### src/rtl/seq_detector_param.sv
// Parametrised serial pattern detector with saturating detection counter.
// Optional run-time pattern loading is enabled by defining SEQ_DET_PAT_LOAD_EN.
module seq_detector_param #(
  parameter int               PAT_W   = 3,
  parameter logic [PAT_W-1:0] PATTERN = 3'b011,
  parameter int               OVERLAP = 1,
  parameter int               CNT_W   = 8
) (
  input  logic             clk,
  input  logic             rst,
  input  logic             inp_vld,
  input  logic             inp,
  input  logic             clr_cnt,
`ifdef SEQ_DET_PAT_LOAD_EN
  input  logic             pat_load,
  input  logic [PAT_W-1:0] pat_in,
`endif
  output logic             det,
  output logic [CNT_W-1:0] det_cnt
);

  localparam int             FW       = $clog2(PAT_W);
  localparam logic [FW-1:0]  FILL_MAX = FW'(PAT_W - 1);

  logic [PAT_W-2:0] r_hist;
  logic [FW-1:0]    r_fill;
  logic [CNT_W-1:0] r_cnt;
  logic [PAT_W-1:0] w_pat;
  logic [PAT_W-1:0] w_shift;
  logic             w_load;
  logic             w_match;

`ifdef SEQ_DET_PAT_LOAD_EN
  logic [PAT_W-1:0] r_pat;

  always_ff @(posedge clk) begin
    if (rst)
      r_pat <= PATTERN;
    else if (pat_load)
      r_pat <= pat_in;
  end

  assign w_pat  = r_pat;
  assign w_load = pat_load;
`else
  assign w_pat  = PATTERN;
  assign w_load = 1'b0;
`endif

  assign w_shift = {r_hist, inp};
  // Mealy match: the bit being presented completes the pattern this cycle.
  assign w_match = inp_vld & ~rst & ~w_load & (r_fill == FILL_MAX) & (w_shift == w_pat);
  assign det     = w_match;
  assign det_cnt = r_cnt;

  always_ff @(posedge clk) begin
    if (rst || w_load) begin
      r_hist <= '0;
      r_fill <= '0;
    end else if (inp_vld) begin
      if (w_match && (OVERLAP == 0)) begin
        r_hist <= '0;
        r_fill <= '0;
      end else begin
        r_hist <= w_shift[PAT_W-2:0];
        if (r_fill != FILL_MAX)
          r_fill <= r_fill + FW'(1);
      end
    end
  end

  // Clear wins over a same-cycle detect; the count never wraps.
  always_ff @(posedge clk) begin
    if (rst || clr_cnt)
      r_cnt <= '0;
    else if (w_match && (r_cnt != {CNT_W{1'b1}}))
      r_cnt <= r_cnt + CNT_W'(1);
  end

endmodule

### config.mk
export PLATFORM = sky130hd
export DESIGN_NAME = seq_detector_param
export DESIGN_NICKNAME = d
export VERILOG_FILES = /design/src/rtl/seq_detector_param.sv
export SDC_FILE = /design/constraint.sdc
export NUM_CORES = 1
export LEC_CHECK = 0
export BUFFER_PORTS_ARGS = -buffer_cell sky130_fd_sc_hd__buf_2
export CAP_MARGIN = 20
export CORE_AREA = 2 2 39 41
export DETAILED_ROUTE_END_ITERATION = 8
export DIE_AREA = 0 0 41 43
export HOLD_SLACK_MARGIN = 0.05
export PLACE_DENSITY = 0.65
export SLEW_MARGIN = 20
export SYNTH_ARGS = -nofsm -noshare
export SYNTH_HDL_FRONTEND = slang
export SYNTH_SLANG_ARGS = --single-unit
### constraint.sdc
create_clock -name clk -period 3.9 [get_ports clk]
set_input_delay 0.78 -clock clk [delete_from_list [all_inputs] [get_ports clk]]
set_output_delay 0.78 -clock clk [all_outputs]
set_load 0.005 [all_outputs]
---- Yosys cells after proc, flatten, opt, wreduce, memory -nomap -nowiden ----
Index checks and enable logic that the tools add are counted.
word-level totals
  input port bits ......................... 5
  register bits after elaboration ......... 12
operators by class
  eq/ne operators ......................... 4
  add/subtract/negate cells ............... 2
  bitwise gates (word level) .............. 4
  reduce and logical (&&, ||, !) cells .... 3
operator list
  cell                                            count
  adder 8 x 1 -> 8 bit (second input constant)    1
  inequality test 8 bit (second input constant)   1
  bitwise AND 1 bit                               3
  == test 3 x 2 -> 1 bit (second input constant)  1
  adder 2 x 1 -> 2 bit (second input constant)    1
  == test 2 bit (second input constant)           1
  inequality test 2 bit (second input constant)   1
  AND reduction 2 bit                             1
  logical AND 1 bit                               1
  logical OR 1 bit                                1
  inverter 1 bit                                  1

---- Logic depth before layout (Yosys ltp) ----
  depth after elaboration ................. 5
  mapped depth ............................ 7
  mapped depth without buffers ............ 7

---- Worst setup path before layout ----
Ideal clock, no wire load.
  path kind ............................... input to output
  start ................................... input rst
  end ..................................... output det
  data required time ...................... 3120 ps
  arrival ................................. 1284 ps
  slack ................................... 1836 ps
  cell stages on the path ................. 3
  path buffers ............................ 0
  cell sequence ........................... nand4bb_1 or2_1 inv_1
between the ends
  longest elaborated chain between the ends .. 4
RTL lines
  what                            RTL line  RTL
  from (decl)                     10        input logic rst,
  inverter 1 bit                  52        assign w_match = inp_vld & ~rst & ~w_load & (r_fill == FILL_MAX) & (w_shift == w_pat);
  bitwise AND 1 bit (3 in a row)  52
  to (decl)                       18        output logic det,
Every way passes these cells.

---- Worst setup path in the final report ----
Ends and elaborated chain as after synthesis.

==> flow_metrics.tcl <==
set metrics [dict create \
    status "complete, no violations" \
    met2WireLength_um 510 \
    crit_path_frequent_cell "buf_2" \
    clock_path_buffers 2 \
    cp.buffers_inverters 3 \
    final-setup-viol-count 0 \
    endpoint_kind "output port" \
    core_area_um2 1380 \
    fp-row-count 14 \
    synthTopCellsByArea "dfxtp_1 (42%), nor2_1 (4.6%), a21oi_1 (4.4%)" \
    drv_slew 0 \
    dieArea_um2 1760 \
    vias 541 \
    numClockSinks 12 \
    ctsResizeCount 0 \
    cp_cell_sequence "buf_2 -> nand4bb_1 -> or2_1 -> inv_1 -> buf_2" \
    grt_pass1_wl_mm 1.81 \
    fin_skew_ns 0.00833 \
    critPathLaunchType "input pin" \
    grt_max_degree 13 \
    power_mw 0.245 \
    clk_pin_slew_ns 0.08 \
    rsz0062_at_grt "false" \
    post_cts_buffers 0 \
    fin_tns_setup_ns 0 \
    cts_max_level 1 \
    met3_length_um 57 \
    cts_buffers 3 \
    timing.hold.worst.class "reg2reg" \
    first_pass_iters 4 \
    antenna_found_initial 0 \
    critPathRequiredTime_ns 3.12 \
    r2r_slack_ns 2.14 \
    period_minus_slack_ns 2.54 \
    drc 0 \
    power.density_nw_per_um2 359 \
    diodes 0 \
    crit_path_max_fanout 12 \
    yosysMostFrequentCell "dfxtp_1" \
    r2r-start "r_fill[0]" \
    wirelength_mm 1.15 \
    synth_top_area_share 0.421 \
    ys_types 29 \
    ios 14 \
    syn2layout_area_growth_pct 19.7 \
    fmax_mhz 394 \
    async_flop_share 0 \
    synth_commonest_cells "dfxtp_1 (12), nor2_1 (7), a21oi_1 (5), inv_1 (4)" \
    fin_nets 89 \
    postCtsHoldBufs 0 \
    leakage_nw 0.264 \
    critPathSlowestCell "or2_1" \
    synth-seq-area-share 0.421 \
    worstSetupPathType "in2out" \
    drt_iter0_markers 21 \
    grt_remaining_overflow 0 \
    drive_gt1_frac 0.235 \
    syn_nets 73 \
    die_h_um 43 \
    via_per_inst 5.58 \
    startpoint "rst" \
    synth_flop_cell "dfxtp_1" \
    peakVddDrop_mv 0.187 \
    initial_core_util 0.412 \
    period_share 0.651 \
    cts_root_buffer "clkbuf_4" \
    synth_cells 66 \
    synth_edf_count 0 \
    maxCapViolCount 0 \
    maxSlewHeadroom 0.726 \
    max_stage_delay_ns 0.36 \
    synth_seq_cells 12 \
    wl_per_cell_um 11.8 \
    gp_congestion 0.721 \
    avgSynthCellArea_um2 8.64 \
    synth_largest_area_cell "dfxtp_1" \
    netlist_area_um2 571 \
    ant_nets 0 \
    grt_usage 0.156 \
    clock_latency_ns 0.28 \
    grt_pass1_vias 448 \
    cts_tree "yes" \
    hold_viol 0 \
    ys_warn_count 0 \
    worst_pin_slew_ns 0.410 \
    port_buffers 13 \
    maxUsedRoutingLayer "met4" \
    crit_family "simple AND/OR/NAND/NOR gates" \
    arrival_ns 1.76 \
    hpwl_um 836 \
    met1Wirelength_um 542 \
    worstHoldStart "r_hist[0]" \
    die_w_um 41 \
]
-- cell families after synthesis --
family                     after synthesis  share of synthesized area
DFF                                     12                      0.421
xor gates and xnor gates                 1                     0.0154
adders and majority gates                2                     0.0439
and+or+nand+nor                         28                      0.272
buffers and inverters                    6                     0.0416
AOI/OAI and AO/OA                       15                      0.171
muxes                                    2                     0.0351
-- stage by stage --
stage                     hold WS [ns]  cell area (um^2)  std cells  setup slack [ns]  utilization
after CTS                        0.502               683         97              1.38        0.494
final                            0.495               683         97              1.36        0.494
after global routing             0.530               683         97              1.28        0.494
after detailed placement         0.491               647         93              1.39        0.467
after floorplan                  0.453               571         66              1.84            -
after global placement           0.484               647         93              1.40        0.467
-- worst paths after layout --
path                     end  cells past startpoint
hold / removal     r_hist[0]                      2
hold reg to reg    r_hist[0]                      2
setup reg to reg  det_cnt[3]                      6
setup / recovery         det                      5
-- layout make-up --
class | instances | area (um^2)
clock buffer | 4 | 36.3
fill | 128 | 701
inverter | 4 | 15.0
multi-input combinational | 48 | 307
sequential | 12 | 240
tap | 16 | 20.0
timing repair buffer | 13 | 65.1
-- state kept, by name (all words and copies together) (netlist names) --
register  flops
det_cnt       8
r_fill        2
r_hist        2
-- placed cells by master, fill, tap and decap left out, drive strengths merged, types with 3 or more instances in the layout --
cell type and instances:
inv 4, nor2 7, nand2 3, o21ai 3, dfxtp 12, clkbuf 4
buf 13, or2 3, a21oi 5
-- tightest hold or removal path, delay by kind of cell, from the launching register on --
family	cells	cell delay, ns
flops	1	0.33
compound gates	1	0.05
simple gates	1	0.07
-- power by group --
| part | switching (mW) | total [mW] | internal (mW) |
|---|---|---|---|
| logic | 0.00894 | 0.0171 | 0.00818 |
| clock network | 0.0429 | 0.0997 | 0.0568 |
| registers | 0.00230 | 0.129 | 0.126 |
-- layer usage --
layer | vias up | GRT usage
met4 | 0 | 0.140
met2 | 13 | 0.188
met3 | 5 | 0.0471
met5 | - | 0
met1 | 249 | 0.212
li1 | 274 | -
No activity file was read; power rests on OpenSTA's default activity.
